<file path="src/rtl/fpu_pkg.sv">
// rtl/fpu_pkg.sv - shared FPU types: compare modes and fp32 field layout
package fpu_pkg;

    typedef enum logic [1:0] {
        CMP_LT  = 2'd0,
        CMP_LE  = 2'd1,
        CMP_EQ  = 2'd2,
        CMP_RSV = 2'd3
    } cmp_mode_t;

    localparam logic [7:0] FP32_EXP_MAX = 8'hFF;

    typedef struct packed {
        logic        sign;
        logic [7:0]  exp;
        logic [22:0] mant;
    } fp32_t;

endpackage

</file>
<file path="src/rtl/fcmp_core.sv">
// rtl/fcmp_core.sv - combinational fp32 compare with denormal flush and NaN detect
module fcmp_core
    import fpu_pkg::*;
(
    input  logic [31:0] x1,
    input  logic [31:0] x2,
    input  logic [1:0]  mode,
    output logic        y,
    output logic        unord
);

    fp32_t       a;
    fp32_t       b;
    logic [31:0] flat_a;
    logic [31:0] flat_b;
    logic [31:0] key_a;
    logic [31:0] key_b;
    logic        neg_a;
    logic        neg_b;
    logic        lt;
    logic        eq;

    assign a = fp32_t'(x1);
    assign b = fp32_t'(x2);

    // Zero exponent collapses to +0, so -0 and every denormal compare equal to +0.
    assign neg_a  = a.sign && (a.exp != 8'd0);
    assign neg_b  = b.sign && (b.exp != 8'd0);
    assign flat_a = (a.exp == 8'd0) ? 32'd0 : x1;
    assign flat_b = (b.exp == 8'd0) ? 32'd0 : x2;

    // Sign-magnitude to monotonic unsigned key: negatives inverted, positives offset above them.
    assign key_a = neg_a ? ~flat_a : (flat_a | 32'h8000_0000);
    assign key_b = neg_b ? ~flat_b : (flat_b | 32'h8000_0000);

    assign lt = key_a < key_b;
    assign eq = key_a == key_b;

    assign unord = ((a.exp == FP32_EXP_MAX) && (a.mant != 23'd0)) ||
                   ((b.exp == FP32_EXP_MAX) && (b.mant != 23'd0));

    always_comb begin
        y = 1'b0;
        if (!unord) begin
            case (cmp_mode_t'(mode))
                CMP_LT:  y = lt;
                CMP_LE:  y = lt | eq;
                CMP_EQ:  y = eq;
                default: y = 1'b0;
            endcase
        end
    end

endmodule

</file>
<file path="src/rtl/fcmp_pipe.sv">
// rtl/fcmp_pipe.sv - pipelined fp32 compare with tag passthrough and valid/ready stall
module fcmp_pipe
    import fpu_pkg::*;
#(
    parameter int NSTAGE = 2,
    parameter int TAGW   = 6
) (
    input  logic            clk,
    input  logic            rst,
    input  logic            in_valid,
    output logic            in_ready,
    input  logic [31:0]     x1,
    input  logic [31:0]     x2,
    input  logic [1:0]      mode,
    input  logic [TAGW-1:0] tag_in,
    output logic            out_valid,
    input  logic            out_ready,
    output logic            y,
    output logic            unord,
    output logic [TAGW-1:0] tag_out
);

    localparam int DW = TAGW + 2;

    logic            core_y;
    logic            core_unord;
    logic            adv;
    logic [NSTAGE:1] v;
    logic [DW-1:0]   pipe_q [1:NSTAGE];

    fcmp_core u_core (
        .x1    (x1),
        .x2    (x2),
        .mode  (mode),
        .y     (core_y),
        .unord (core_unord)
    );

    // One enable for the whole pipe: a full output slot that is not taken freezes every stage.
    assign adv      = !v[NSTAGE] || out_ready;
    assign in_ready = adv && !rst;

    always_ff @(posedge clk) begin
        if (rst) begin
            v <= '0;
            for (int i = 1; i <= NSTAGE; i++) begin
                pipe_q[i] <= '0;
            end
        end else if (adv) begin
            v[1]      <= in_valid;
            pipe_q[1] <= in_valid ? {core_y, core_unord, tag_in} : '0;
            for (int i = 2; i <= NSTAGE; i++) begin
                v[i]      <= v[i-1];
                pipe_q[i] <= pipe_q[i-1];
            end
        end
    end

    assign out_valid = v[NSTAGE];
    assign y         = pipe_q[NSTAGE][DW-1];
    assign unord     = pipe_q[NSTAGE][DW-2];
    assign tag_out   = pipe_q[NSTAGE][TAGW-1:0];

endmodule
</file>
<file path="config.mk">
export PLATFORM = sky130hd
export DESIGN_NAME = fcmp_pipe
export DESIGN_NICKNAME = d
export VERILOG_FILES = /design/src/rtl/fpu_pkg.sv /design/src/rtl/fcmp_core.sv /design/src/rtl/fcmp_pipe.sv
export SDC_FILE = /design/constraint.sdc
export NUM_CORES = 1
export LEC_CHECK = 0
export ABC_AREA = 1
export BUFFER_PORTS_ARGS = -buffer_cell sky130_fd_sc_hd__buf_4
export CORE_UTILIZATION = 45
export DETAILED_ROUTE_END_ITERATION = 10
export PLACE_DENSITY = 0.72
export REMOVE_ABC_BUFFERS = 1
export SETUP_SLACK_MARGIN = 0.1
export SYNTH_ARGS = -nofsm -noshare
export SYNTH_HDL_FRONTEND = slang
export SYNTH_SLANG_ARGS = --single-unit
</file>
<file path="constraint.sdc">
create_clock -name clk -period 3.37 [get_ports clk]
set_input_delay 0.5055 -clock clk [delete_from_list [all_inputs] [get_ports clk]]
set_output_delay 0.5055 -clock clk [all_outputs]
set_load 0.005 [all_outputs]
</file>
==> metrics.csv, run 1 <==
metric,value,unit
Post-Place Cell Area,3299,µm²
total of cells resized after clock tree synthesis,0,
Final Wtd Congestion,0.8236,
setup violation total in the final timing report,0,
die height,77.89,µm
post-synthesis sequential element count,18,
Antenna Diode Count,0,
Final ANT Viol Nets,0,
final-report max-slew violation count,0,
status,finished clean,
unrepaired setup endpoints after global routing,no,
"Warnings, synthesis",0,
pin slew with the least headroom to its limit,379.7,ps
required arrival time at the worst endpoint,3370,ps
sequential fraction of the synthesis area,20.09,%
Placeable Area,5540,µm²
number of core rows,27,
setup TNS after final layout,0,ps
Iter 0 DRT Violations,103,
number of antenna violations at the first check in global routing,0,
max-capacitance violation count,0,
total global routing track utilization,18.65,%
max_slew headroom,74.63,%
number of enable flip-flop cells after synthesis,16,
count of different cell masters after synthesis,26,
clock sink count,18,
GRT Residual Overflow,0,
maximum fanout along the worst path,8,
Met2 Wirelength,2945,µm
insertion delay to the later sink of the worst-skew pair,240,ps
top-area cell type share of the netlist area,18.54,%
top layer reached by signal wires,met4,
number of fillers in the final layout,552,
final critical path time including I/O delays and setup,2535,ps
ratio of routed vias to standard cells,4.708,
Hold Buf Count CTS,0,
startpoint class of the critical path,primary input,
global-route wire length before repair,9225,µm
ys flop type,sky130_fd_sc_hd__edfxtp_1,
r2r setup slk,2100,ps
Post-CTS Setup Inserts,0,
met3 routed wirelength,202,µm
Tcrit/Tclk final,75.21,%
synthesized cell area,2591,µm²
initial cell density of the core,46.77,%
Die Footprint,6066,µm²
Max VDD drop,0.1421,mV
buffer depth of the longest clock path,2,
relative area change from synthesis to final layout,29.07,%
number of nets in the finished design,567,
Gate Count Post-Synth,374,
kind of capture point of the worst setup path,flop,
ys async rst share,0,%
placed wire-length estimate,4889,µm
number of global-route vias before repair,2275,
highest attainable clock frequency,394.5,MHz
DRC violations left,0,
leading cell types by total area after synthesis,"sky130_fd_sc_hd__edfxtp_1 (19%), sky130_fd_sc_hd__xnor2_1 (16%), sky130_fd_sc_hd__ha_1 (15%)",
routed len/inst,10.74,µm
cell area after layout,3344,µm²
ratio of cells with drive above 1 in the final layout,23.58,%
input/output buffers,85,
Clock H-tree levels,1,
Met1 Wirelength,2498,µm
clock root buffer,sky130_fd_sc_hd__clkbuf_8,
Clock transition at path regs,60,ps
Cell Pwr Density,242.3,nW/µm²
Final Routed Wirelength,5693,µm
class of the most critical hold timing path,in2reg,
die width,77.89,µm
number of ports placed on the die boundary,86,
Leak Pwr,1.685,nW
maximum number of pins on one net before global-route repair,23,
clock tree from TritonCTS,done,
number of clock buffers inserted by TritonCTS,3,
"Arr. time, crit path",2530,ps
number of optimization iterations in the first detailed-route pass,4,
cell taking the most area after synthesis,sky130_fd_sc_hd__edfxtp_1,
total count of hold-check failures in the final report,0,
average cell area after synthesis,6.928,µm²
Crit Path Category,in2reg,
total vias in the final route,2495,
setup clock skew after layout,0.7700,ps
[layout make-up]
type | instances | area, µm² | share of cell area (%)
Timing Repair Buffer | 90 | 675.6 | 20.20
Inverter | 59 | 221.5 | 6.622
Multi-Input combinational cell | 287 | 1792 | 53.57
Sequential cell | 18 | 520.5 | 15.56
Clock buffer | 4 | 45.04 | 1.347
Tap cell | 72 | 90.09 | 2.694
[final timing paths]
| kind | startpoint | to | cells after the start |
|---|---|---|---|
| setup / recovery | x1[30] | pipe_q[1][7] | 15 |
| hold / removal | rst | v[2] | 2 |
| setup reg to reg | v[2] | pipe_q[2][0] | 4 |
| hold reg to reg | v[1] | v[2] | 2 |
[flip-flops by register name, summed over array words and instances (netlist names)]
register	cells
pipe_q	16
v	2
[logic make-up after synthesis]
kind of cell | share of synthesized area, %
AO/OA/AOI/OAI | 5.215
XOR/XNOR | 20.81
AND/OR/NAND/NOR | 27.47
flip-flops | 20.09
adder cells (fa/ha/maj) | 15.45
buffers and inverters | 10.96
[cells in the final DEF (no fill, tap or decap), types with 2 or more instances in the layout]
master,n
sky130_fd_sc_hd__nor4_1,4
sky130_fd_sc_hd__edfxtp_1,16
sky130_fd_sc_hd__nand4_2,2
sky130_fd_sc_hd__dfxtp_1,2
sky130_fd_sc_hd__nand3_1,8
sky130_fd_sc_hd__nand2_1,49
sky130_fd_sc_hd__clkbuf_8,3
sky130_fd_sc_hd__xnor2_1,47
sky130_fd_sc_hd__o21ai_0,6
sky130_fd_sc_hd__nand4_1,9
sky130_fd_sc_hd__nor2_4,2
sky130_fd_sc_hd__buf_4,90
sky130_fd_sc_hd__nor2_1,94
sky130_fd_sc_hd__ha_1,32
sky130_fd_sc_hd__a21oi_1,18
sky130_fd_sc_hd__inv_1,52
sky130_fd_sc_hd__xor2_1,9
sky130_fd_sc_hd__xnor2_2,3
sky130_fd_sc_hd__inv_2,7
[report_power, final]
group          switching, mW  internal (mW)
logic                  0.200          0.204
registers            0.00294          0.254
clock network         0.0648         0.0836
total                  0.268          0.542
[cells in the mapped netlist (all sizes together), types with 2 or more instances]
master,number
a21oi,18
buf,8
clkbuf,2
dfxtp,2
edfxtp,16
ha,32
inv,59
nand2,49
nand3,8
nand4,11
nor2,96
nor4,4
o21ai,6
xnor2,50
xor2,9
[stage by stage]
step | util, % | hold slack [ps] | setup slack (ps) | total power, mW | std cells
6_report | 60.37 | 426.5 | 835.3 | 0.8102 | 530
5_1_grt | 60.37 | 429.9 | 656.6 | 0.8778 | 530
4_1_cts | 60.37 | 426.6 | 842.6 | 0.8174 | 530
3_5_place_dp | 59.55 | 452.1 | 578.4 | 0.6690 | 526
3_3_place_gp | 59.55 | 443.5 | 683.5 | 0.6554 | 526
2_1_floorplan | - | 424.7 | 50.44 | 0.5183 | 364
[per-layer routing]
| metal | vias to the layer above | GRT usage, % |
|---|---|---|
| li1 | 1339 | - |
| met1 | 1102 | 22.36 |
| met2 | 50 | 35.66 |
| met3 | 4 | 1.765 |
| met4 | 0 | 3.585 |
| met5 | - | 0 |
[critical path: stages]
cell	delay (ps)
sky130_fd_sc_hd__buf_4	120
sky130_fd_sc_hd__nor2_1	110
sky130_fd_sc_hd__nand4_1	150
sky130_fd_sc_hd__nand2_1	330
sky130_fd_sc_hd__inv_1	110
sky130_fd_sc_hd__nor2_1	100
sky130_fd_sc_hd__a21oi_1	60
sky130_fd_sc_hd__ha_1	300
sky130_fd_sc_hd__nand2_1	60
sky130_fd_sc_hd__nor2_1	150
sky130_fd_sc_hd__nand2_1	90
sky130_fd_sc_hd__nor4_1	250
sky130_fd_sc_hd__nand2_1	90
sky130_fd_sc_hd__nand2_1	60
sky130_fd_sc_hd__a21oi_1	60
Note: power is estimated with default switching activity, not from simulation.
==> inputs of run 2 (changes only) <==
--- a/config.mk
+++ b/config.mk
@@ -9,7 +9,7 @@
 export BUFFER_PORTS_ARGS = -buffer_cell sky130_fd_sc_hd__buf_4
 export CORE_UTILIZATION = 45
 export DETAILED_ROUTE_END_ITERATION = 10
-export PLACE_DENSITY = 0.72
+export PLACE_DENSITY = 0.75
 export REMOVE_ABC_BUFFERS = 1
 export SETUP_SLACK_MARGIN = 0.1
 export SYNTH_ARGS = -nofsm -noshare
==> constraint.sdc (replaced) <==
create_clock -name clk -period 2.3 [get_ports clk]
set_input_delay 0.345 -clock clk [delete_from_list [all_inputs] [get_ports clk]]
set_output_delay 0.345 -clock clk [all_outputs]
set_load 0.005 [all_outputs]
==> metrics.csv, run 2 (same netlist as run 1, synthesis figures left out) <==
metric,value,unit
status,finished clean,
Crit Path Category,in2reg,
combinational group share of total power,54.1,%
Cell Pwr Density,338.7,nW/µm²
final-report max-slew violation count,0,
pin slew with the least headroom to its limit,476.7,ps
setup slack at placement,-222.4,ps
"flip-flop count of the largest register, all copies and words added",16,
Die Footprint,6066,µm²
Final Routed Wirelength,6868,µm
"commonest non-fill, non-tap cell in the layout",sky130_fd_sc_hd__buf_4,
clock sink count,18,
Flop pwr share,29.1,%
number of core rows,27,
Hold WS,265.2,ps
global-route wire length before repair,10410,µm
share of total power consumed by net switching,33.87,%
worst path cell trace,"buf_4, nor2_1, nand4_1, buf_4, inv_1, buf_12, nor2_1, ha_1, a21oi_1, nor2_1, nor2_1, nand2_1, nand2_1, nand2_1, nand2_1, nand2_1, a21oi_1",
total count of hold-check failures in the final report,0,
cell area after layout,3831,µm²
Final Wtd Congestion,0.7909,
buffer depth of the longest clock path,2,
unrepaired setup endpoints after global routing,yes,
relative area change from synthesis to final layout,47.85,%
number of antenna violations at the first check in global routing,0,
setup TNS after final layout,0,ps
die height,77.89,µm
Clock H-tree levels,1,
Post-Place Cell Area,3487,µm²
final total power,1.298,mW
final critical path time including I/O delays and setup,2230,ps
max incr delay on CP,300,ps
"Arr. time, crit path",2330,ps
number of clock buffers inserted by TritonCTS,3,
"commonest cells after routing, fill and taps aside","sky130_fd_sc_hd__buf_4 (113), sky130_fd_sc_hd__nor2_1 (91), sky130_fd_sc_hd__inv_1 (51), sky130_fd_sc_hd__nand2_1 (46), sky130_fd_sc_hd__xnor2_1 (45)",
Largest Register,pipe_q,
number of optimization iterations in the first detailed-route pass,4,
Antenna Diode Count,0,
Buf/Inv on CP,4,
insertion delay to the later sink of the worst-skew pair,240,ps
number of global-route vias before repair,2561,
ratio of cells with drive above 1 in the final layout,31.78,%
Clock transition at path regs,70,ps
total vias in the final route,2717,
setup clock skew after layout,2.326,ps
Critical Path Slowest Stage Cell,sky130_fd_sc_hd__ha_1,
number of nets in the finished design,603,
Iter 0 DRT Violations,104,
total global routing track utilization,21.28,%
startpoint class of the critical path,primary input,
Max VDD drop,0.1723,mV
Placeable Area,5540,µm²
setup violation total in the final timing report,0,
max-capacitance violation count,0,
routed len/inst,12.13,µm
Int Power,0.8582,mW
number of fillers in the final layout,466,
required arrival time at the worst endpoint,2400,ps
clock root buffer,sky130_fd_sc_hd__clkbuf_8,
DRC violations left,0,
initial cell density of the core,46.77,%
Tcrit/Tclk final,96.94,%
ratio of routed vias to standard cells,4.800,
clock network fraction of design power,16.8,%
number of ports placed on the die boundary,86,
kind of capture point of the worst setup path,flop,
highest attainable clock frequency,448.5,MHz
Leak Pwr,1.915,nW
family with the most delay on the worst path,simple AND/OR/NAND/NOR gates,
largest registers,"pipe_q (16), v (2)",
Final ANT Viol Nets,0,
maximum number of pins on one net before global-route repair,23,
die width,77.89,µm
switching component of the power,0.4395,mW
max_slew headroom,67.93,%
GRT Residual Overflow,0,
class of the most critical hold timing path,in2reg,
setup ws final,70.41,ps
"Top cell by count, worst path",sky130_fd_sc_hd__nand2_1,
input/output buffers,85,
placed wire-length estimate,5185,µm
clock tree from TritonCTS,done,
maximum fanout along the worst path,22,
-- run 2: repair_timing --
| action | 4_1_cts | 5_1_grt |
|---|---|---|
| endpoints found under the setup margin | 1 | 1 |
| gates cloned | 2 | 0 |
| resized for setup | 12 | 23 |
| pin swaps | 8 | 16 |
| setup buffers | 4 | 10 |
| hold buffers | 0 | 0 |
-- run 2: area by class of cell --
type                       count  area, µm²  area share, %
sequential                    18      520.5          13.59
multi-input combinational    287       1869          48.79
inverter                      59      244.0          6.368
tap                           72      90.09          2.351
clock buffer                   4      45.04          1.176
timing repair buffer         126       1062          27.73
-- run 2: stage by stage --
stage / utilization (%) / std cells
after floorplan: - / 364
after global placement: 62.94 / 546
after detailed placement: 62.94 / 546
after CTS: 66.01 / 556
after global routing: 69.15 / 566
final: 69.15 / 566
-- run 2: worst paths after layout --
check,from,to,slack [ps],cells past startpoint
min reg2reg,v[1],v[2],470,2
min,rst,v[2],270,2
max,x1[30],pipe_q[1][7],70,17
max reg2reg,v[2],pipe_q[2][2],1030,4
-- run 2: layer usage --
layer | global-route usage, % | vias to the layer above | share of wire, %
li1 | - | 1411 | -
met1 | 23.78 | 1234 | 39
met2 | 43.01 | 64 | 56
met3 | 1.059 | 8 | 3.5
met4 | 5.283 | 0 | 1.4
met5 | 0 | - | 0
-- run 2: power by group through the flow --
stage	combinational (mW)	clock (mW)	sequential [mW]
after detailed placement	0.624	0	0.385
after global placement	0.600	0	0.384
after floorplan	0.374	0	0.385
after CTS	0.651	0.222	0.378
after global routing	0.784	0.225	0.379
final	0.701	0.219	0.378
-- run 2: worst reg2reg max path, cell delays in order, from the launching register on --
cell and delay (ps):
sky130_fd_sc_hd__dfxtp_1 320, sky130_fd_sc_hd__inv_1 40, sky130_fd_sc_hd__nor2_1 110, sky130_fd_sc_hd__inv_1 60, sky130_fd_sc_hd__or2_2 440
